--- src/rtl/serial_adder_2b.sv ---
// -----------------------------------------------------------------------------
// serial_adder_2b
// Sequential adder that adds two WIDTH-bit operands two bits per clock.
// Each RUN cycle pushes one 2-bit slice plus the running carry through a
// 2-bit add. The slice result goes into the sum register and the carry is
// chained to the next slice.
//
// Parameters:
//   WIDTH      operand/result width in bits (even, >= 2)
//
// Ports:
//   clk        system clock, rising edge
//   rst_n      asynchronous active-low reset
//   start      request, only accepted in IDLE or DONE
//   sub        (SERIAL_ADD_SUB_EN only) 1 = compute a - b
//   a, b       operands, captured on an accepted start
//   busy       high while slices are being processed
//   done       one-cycle pulse, sum/carry_out valid
//   sum        registered result
//   carry_out  carry out of the MSB slice (no-borrow flag when subtracting)
//
// Optional feature macro: SERIAL_ADD_SUB_EN adds the `sub` input.
// -----------------------------------------------------------------------------
module serial_adder_2b #(
    parameter int WIDTH = 8
) (
    input  logic             clk,
    input  logic             rst_n,
    input  logic             start,
`ifdef SERIAL_ADD_SUB_EN
    input  logic             sub,
`endif
    input  logic [WIDTH-1:0] a,
    input  logic [WIDTH-1:0] b,
    output logic             busy,
    output logic             done,
    output logic [WIDTH-1:0] sum,
    output logic             carry_out
);

    localparam int STEPS = WIDTH / 2;
    localparam int CW    = (STEPS > 1) ? $clog2(STEPS) : 1;
    localparam logic [CW-1:0] LAST_SLICE = CW'(STEPS - 1);

    typedef enum logic [1:0] {
        S_IDLE = 2'd0,
        S_RUN  = 2'd1,
        S_DONE = 2'd2
    } state_t;

    state_t          state_q, state_d;
    logic [CW-1:0]   cnt_q, cnt_d;
    logic [WIDTH-1:0] a_q, a_d;
    logic [WIDTH-1:0] b_q, b_d;
    logic [WIDTH-1:0] sum_q, sum_d;
    logic            carry_q, carry_d;
    logic            cout_q, cout_d;
    logic            busy_q, busy_d;
    logic            done_q, done_d;

    logic            accept_s;
    logic [1:0]      a_sl_s;
    logic [1:0]      b_sl_s;
    logic [2:0]      slice_s;

    // 2-bit add with carry-in; result is {carry, s[1:0]}
    function automatic logic [2:0] add2(input logic [1:0] x,
                                        input logic [1:0] y,
                                        input logic       ci);
        return {1'b0, x} + {1'b0, y} + {2'b00, ci};
    endfunction

    assign accept_s = start && ((state_q == S_IDLE) || (state_q == S_DONE));

    // Select the operand slice addressed by the slice counter
    always_comb begin
        a_sl_s = 2'b00;
        b_sl_s = 2'b00;
        for (int i = 0; i < STEPS; i++) begin
            if (cnt_q == i[CW-1:0]) begin
                a_sl_s = a_q[2*i +: 2];
                b_sl_s = b_q[2*i +: 2];
            end else begin
                a_sl_s = a_sl_s;
                b_sl_s = b_sl_s;
            end
        end
        slice_s = add2(a_sl_s, b_sl_s, carry_q);
    end

    // Next-state and datapath update
    always_comb begin
        state_d = state_q;
        cnt_d   = cnt_q;
        a_d     = a_q;
        b_d     = b_q;
        sum_d   = sum_q;
        carry_d = carry_q;
        cout_d  = cout_q;
        busy_d  = 1'b0;
        done_d  = 1'b0;

        case (state_q)
            S_IDLE, S_DONE: begin
                if (accept_s) begin
                    a_d     = a;
`ifdef SERIAL_ADD_SUB_EN
                    // Subtraction as a + ~b + 1: invert b here, seed carry with 1
                    b_d     = sub ? ~b : b;
                    carry_d = sub;
`else
                    b_d     = b;
                    carry_d = 1'b0;
`endif
                    cnt_d   = {CW{1'b0}};
                    sum_d   = {WIDTH{1'b0}};
                    state_d = S_RUN;
                    busy_d  = 1'b1;
                end else begin
                    state_d = S_IDLE;
                end
            end

            S_RUN: begin
                for (int i = 0; i < STEPS; i++) begin
                    if (cnt_q == i[CW-1:0]) begin
                        sum_d[2*i +: 2] = slice_s[1:0];
                    end else begin
                        sum_d[2*i +: 2] = sum_q[2*i +: 2];
                    end
                end
                carry_d = slice_s[2];
                if (cnt_q == LAST_SLICE) begin
                    cout_d  = slice_s[2];
                    cnt_d   = {CW{1'b0}};
                    state_d = S_DONE;
                    done_d  = 1'b1;
                end else begin
                    cnt_d   = cnt_q + {{(CW-1){1'b0}}, 1'b1};
                    state_d = S_RUN;
                    busy_d  = 1'b1;
                end
            end

            default: begin
                state_d = S_IDLE;
            end
        endcase
    end

    // State and datapath registers
    always_ff @(posedge clk or negedge rst_n) begin
        if (!rst_n) begin
            state_q <= S_IDLE;
            cnt_q   <= {CW{1'b0}};
            a_q     <= {WIDTH{1'b0}};
            b_q     <= {WIDTH{1'b0}};
            sum_q   <= {WIDTH{1'b0}};
            carry_q <= 1'b0;
            cout_q  <= 1'b0;
            busy_q  <= 1'b0;
            done_q  <= 1'b0;
        end else begin
            state_q <= state_d;
            cnt_q   <= cnt_d;
            a_q     <= a_d;
            b_q     <= b_d;
            sum_q   <= sum_d;
            carry_q <= carry_d;
            cout_q  <= cout_d;
            busy_q  <= busy_d;
            done_q  <= done_d;
        end
    end

    assign busy      = busy_q;
    assign done      = done_q;
    assign sum       = sum_q;
    assign carry_out = cout_q;

endmodule
--- config.mk ---
export PLATFORM = sky130hd
export DESIGN_NAME = serial_adder_2b
export DESIGN_NICKNAME = d
export VERILOG_FILES = /design/src/rtl/serial_adder_2b.sv
export SDC_FILE = /design/constraint.sdc
export NUM_CORES = 1
export LEC_CHECK = 0
export ABC_AREA = 1
export CAP_MARGIN = 20
export CORE_MARGIN = 5
export CORE_UTILIZATION = 50
export CTS_BUF_LIST = sky130_fd_sc_hd__clkbuf_16
export DETAILED_ROUTE_END_ITERATION = 10
export GPL_ROUTABILITY_DRIVEN = 0
export PLACE_DENSITY = 0.78
export SLEW_MARGIN = 10
export SYNTH_ARGS = -nofsm -noshare
export SYNTH_HDL_FRONTEND = slang
export SYNTH_SLANG_ARGS = --single-unit
export TNS_END_PERCENT = 100
--- constraint.sdc ---
create_clock -name clk -period 3.1 [get_ports clk]
set_input_delay 0.62 -clock clk [delete_from_list [all_inputs] [get_ports clk]]
set_output_delay 0.62 -clock clk [all_outputs]
set_load 0.02 [all_outputs]
After elaboration in Yosys (flattened, before gate mapping)
Cells that the tools add are included.
{"block": "word_totals", "in_bits": 19, "output_inout_bits": 11, "elab_cells": 65, "ff_bits": 32}
{"block": "classes", "n_mux": 27, "eq_ne": 10, "n_reduce_logical": 13, "addsub": 3}
{"op": "$mux 2", "n": 15}
{"op": "$pmux 8 s2", "n": 1}
{"op": "$reduce_and 3->1", "n": 4}
{"op": "$ne 2x2->1 const B", "n": 5}
{"op": "$mux 8", "n": 1}
{"op": "$pmux 2 s2", "n": 2}
{"op": "$eq 2x2->1 const B", "n": 3}
{"op": "$mux 1", "n": 6}
{"op": "$reduce_and 2->1", "n": 3}
{"op": "$eq 2x1->1 const B", "n": 2}
{"op": "$logic_not 2->1", "n": 2}
{"op": "$pmux 1 s2", "n": 2}
{"op": "$add 2x2->3", "n": 1}
{"op": "$add 3x1->3", "n": 1}
{"op": "$add 2x1->2 const B", "n": 1}
{"op": "$reduce_bool 2->1", "n": 1}
{"op": "$reduce_or 2->1", "n": 1}
{"op": "$logic_and 1x1->1", "n": 1}
{"op": "$logic_or 1x1->1", "n": 1}

Longest topological paths before layout
{"block": "depth", "ltp_word": 9, "mapped_depth": 12, "depth_no_buf": 12}

Least setup slack after synthesis
OpenSTA, ideal clock, no wires.
{"block": "synth_path", "path_kind": "flip-flop to flip-flop", "start": "reg cnt_q[1]", "end": "reg sum_q[1] (netlist: sum[1])", "path_buffers": 0, "t_required_ns": 3.035, "synth_period_minus_slack_ns": 2.256, "slack_ns": 0.844, "path_stages_with_launch": 13, "setup_time_ns": 0.065, "arrival_ns": 2.191, "path_cell_list": "dfrtp_1 inv_1 ha_1 inv_1 nand2_1 nand3_1 nand2_1 nand2_1 fa_1 fa_1 nor2_1 nand2_1 nand2_1"}
{"block": "synth_via", "elab_chain_len": 9, "word_cells_on_any_way": 18, "cone_classes": "add/sub (2); eq/ne (4); mux (10); reduce/logical (2)"}
{"item": "start: declaration", "line_no": "52", "source": "logic [CW-1:0] cnt_q, cnt_d;"}
{"item": "start signal: assignment", "line_no": "155", "source": "cnt_q <= {CW{1'b0}};"}
{"item": "start signal: assignment", "line_no": "165", "source": "cnt_q <= cnt_d;"}
{"item": "$logic_not 2->1", "line_no": "80, 126"}
{"item": "$mux 2 (4 in a row)", "line_no": "80", "source": "if (cnt_q == i[CW-1:0]) begin"}
{"item": "$add 2x2->3", "line_no": "70", "source": "return {1'b0, x} + {1'b0, y} + {2'b00, ci};"}
{"item": "$add 3x1->3", "line_no": "70"}
{"item": "$mux 2", "line_no": "126", "source": "if (cnt_q == i[CW-1:0]) begin"}
{"item": "$pmux 8 s2", "line_no": "103", "source": "case (state_q)"}
{"item": "end signal: assignment", "line_no": "158", "source": "sum_q <= {WIDTH{1'b0}};"}
{"item": "end signal: assignment", "line_no": "168", "source": "sum_q <= sum_d;"}
{"item": "end: declaration", "line_no": "55", "source": "logic [WIDTH-1:0] sum_q, sum_d;"}
Several ways; a longest one is shown, not always the timed one. The select of a mux whose other input is x is not followed.
A chain may end at the register's enable or synchronous reset.

Final worst setup path
Ends and elaborated chain as after synthesis.

==> reports/qor.csv <==
stage;metric;value;unit
critical_path;rr_startpoint;cnt_q[1]$_DFFE_PN0P_;
logic_synthesis;synthXorXnorAreaFrac;0;%
critical_path;worstPathArrival;2780;ps
logic_synthesis;synth.area.top_cells;dfrtp_1 (50%), nand2_1 (18%), nand3_1 (7.0%), ha_1 (3.4%), inv_1 (3.3%);
floorplan;core-area;0.00281;mm2
critical_path;rr_endpoint;sum[1]$_DFFE_PN0P_;
logic_synthesis;muxShareOfSynthArea;0;%
sta;rsz0062_at_grt;false;
grt;grt_max_degree;31;
logic_synthesis;netlist_area;0.00149;mm2
critical_path;cpPeakStageDelay;470;ps
layout;stdcell_area;0.00192;mm2
floorplan;ios;30;
grt;grt_pass1_vias;1214;
routing;routed_wl;3100;um
clock_tree;clk_pin_slew;50;ps
clock_tree;cts.path.max_buffers;2;
routing;antenna_left;0;
clock_tree;cts_hold_buf;0;
logic_synthesis;synth_top_family_by_area;simple AND/OR/NAND/NOR gates;
min_path;hp-start;b_q[7]$_DFFE_PN0P_;
critical_path;crit_slowest_cell;fa_1;
layout;final_core_util;68.5;%
critical_path;crit_buf_inv;2;
logic_synthesis;yosysUniqueCellTypes;21;
logic_synthesis;yosys_warnings;0;
routing;drt-wirelength-per-cell;12.9;um
min_path;hold_path.class;reg -> reg;
layout;n_fill_cell;244;
logic_synthesis;synth.avg_cell_area;8.39;um2
clock_tree;cts_root_buf;clkbuf_16;
floorplan;row_count;19;
critical_path;rrSetupSlack;520;ps
logic_synthesis;synth_top_area_share;50.3;%
placement;dp_cells;233;
floorplan;die_w;64.6;um
floorplan;initial_core_util;53.2;%
layout;nets;234;
logic_synthesis;netlist_instances;178;
critical_path;crit_type;reg -> reg;
critical_path;path_depth;12;
critical_path;endpoint_kind;flop;
layout;register_area;751;um2
pwr;peakVddDrop;618;uV
logic_synthesis;ys_async_sr_fraction;100;%
routing;drt_iter0_markers;46;
clock_tree;clk_latency;270;ps
min_path;hold_path_depth;2;
sta;fmax;388;MHz
clock_tree;cts_tree;done;
floorplan;die_area;0.00418;mm2
layout;syn2layout_area_growth;28.8;%
sta;setup_violations;0;
clock_tree;numCtsBuffers;5;
critical_path;critPathMaxFanout;5;
sta;finClkSkew;2.93;ps
sta;tns;0;ps
routing;vias;1226;
logic_synthesis;synth_top_cell_by_area;dfrtp_1;
layout;drive_above_1_share;8.10;%
logic_synthesis;synthSimpleGateAreaFrac;32.1;%
routing;drt_first_pass_iters;4;
placement;io_buffers;29;
min_path;hold_end;b_q[7]$_DFFE_PN0P_;
grt;track_usage;16.2;%
grt;antenna_found_initial;0;
critical_path;start_kind;flop;
pwr;leakage;0.992;nW
clock_tree;htreeDepth;2;
floorplan;die_y;64.6;um
logic_synthesis;synth_compound_area_share;4.95;%
grt;grt_pass1_wl;5330;um
logic_synthesis;synth_common_cells;nand2_1 (72), dfrtp_1 (30), nand3_1 (21), inv_1 (13), nor2_1 (8);
placement;dpl.hpwl;2300;um
routing;drc;0;
clock_tree;cts_resized;0;
sta;slew_viol_final;0;
flow_run;cap_violations;0;
routing;viasPerCell;5.09;
layout;multi_input_area;643;um2
logic_synthesis;synth.ff_latch_count;30;
layout;n_antenna_cell;0;
grt;grt_overflow;0;
sta;post-route-min-period;2580;ps
critical_path;reg2reg_depth;12;
logic_synthesis;synth_nets;203;
sta;relSlewSlack;55.8;%
sta;hold_viol_final;0;
logic_synthesis;synth.most_common_cell;nand2_1;
critical_path;path_cells;inv_1 -> ha_1 -> inv_1 -> nand2_1 -> nand3_1 -> nand2_1 -> nand2_1 -> fa_1 -> fa_1 -> nor2_1 -> nand2_1 -> nand2_1;
critical_path;critPathTopFamily;adder cells;
logic_synthesis;synth_edf_count;0;
clock_tree;cts_setup_buffers;0;
placement;dpl_cell_area;0.00179;mm2
outcome;status;finished clean;
clock_tree;cts.sinks;30;
logic_synthesis;ys.flop_type;dfrtp_1;
logic_synthesis;yosysSeqAreaShare;50.3;%
critical_path;path_common_cell;nand2_1;
pwr;power.density;1130;mW/mm2
logic_synthesis;synth_fa_ha_area_share;6.04;%
layout;finalNonFillerCells;241;
sta;timing.final.crit_share;83.2;%
critical_path;worstPathRequired;3300;ps
sta;worstMarginPinSlew;660;ps
flip-flops by register name (all words and copies together), names as in the netlist:
name / flops
carry_out: 1
a_q: 8
cnt_q: 2
b_q: 8
state_q: 2
carry_q: 1
sum: 8
metrics by stage:
step | hold slack, ps | total power (W) | setup slack [ps]
after CTS | 467 | 0.00218 | 522
after floorplan | 324 | 0.00142 | 844
after detailed placement | 458 | 0.00173 | 571
after global routing | 478 | 0.00237 | 306
after global placement | 455 | 0.00169 | 662
final | 464 | 0.00217 | 522
report_power, final:
group | leakage (nW) | switching [W] | internal (W)
Sequential | 0.373 | 0.000107 | 0.000577
Clock | 0.0663 | 0.000152 | 0.000287
Combinational | 0.553 | 0.000644 | 0.000401
kinds of logic (layout without fill, tap and decap cells):
logic type | count (synthesis) | after routing
compound gates | 13 | 13
fa+ha+maj | 6 | 6
buf+inv | 20 | 52
flops | 30 | 30
simple gates | 109 | 109
routing by layer:
| layer | up-vias | GRT usage (%) | share of wire, % |
|---|---|---|---|
| li1 | 616 | - | - |
| met3 | 5 | 5.01 | 6.0 |
| met2 | 37 | 28.0 | 49 |
| met4 | 0 | 5.28 | 1.2 |
| met1 | 568 | 19.4 | 44 |
| met5 | - | 0 | 0 |
worst min-delay path, cell delays in order, from the launching register on:
cell	delay [ps]
dfrtp_1	330
nand2_1	60
nand2_1	50
final cells by class:
type	instances	share of cell area, %
multi-input combinational	128	33.5
tap	31	2.02
clock buffer	5	6.51
sequential	30	39.1
timing repair buffer	30	15.5
inverter	14	2.86
clock inverter	3	0.586
how the worst max path moves through the flow:
stage / end / slack, ps / from
floorplan: sum[1]$_DFFE_PN0P_ / 840 / cnt_q[1]$_DFFE_PN0P_
global placement: sum[3]$_DFFE_PN0P_ / 660 / cnt_q[1]$_DFFE_PN0P_
detailed placement: sum[1]$_DFFE_PN0P_ / 570 / cnt_q[1]$_DFFE_PN0P_
CTS: sum[1]$_DFFE_PN0P_ / 520 / cnt_q[1]$_DFFE_PN0P_
global route: sum[1]$_DFFE_PN0P_ / 310 / cnt_q[1]$_DFFE_PN0P_
finish: sum[1]$_DFFE_PN0P_ / 520 / cnt_q[1]$_DFFE_PN0P_
layout by cell type, fill, tap and decap left out, drive strengths merged:
cell type       n
a21oi           8
buf             1
clkbuf          5
clkdlybuf4s50  29
clkinv          3
dfrtp          30
fa              2
ha              4
inv            14
nand2          77
nand3          21
nor2            9
o21ai           4
o22ai           1
or2             2
No activity file was read; power rests on OpenSTA's default activity.
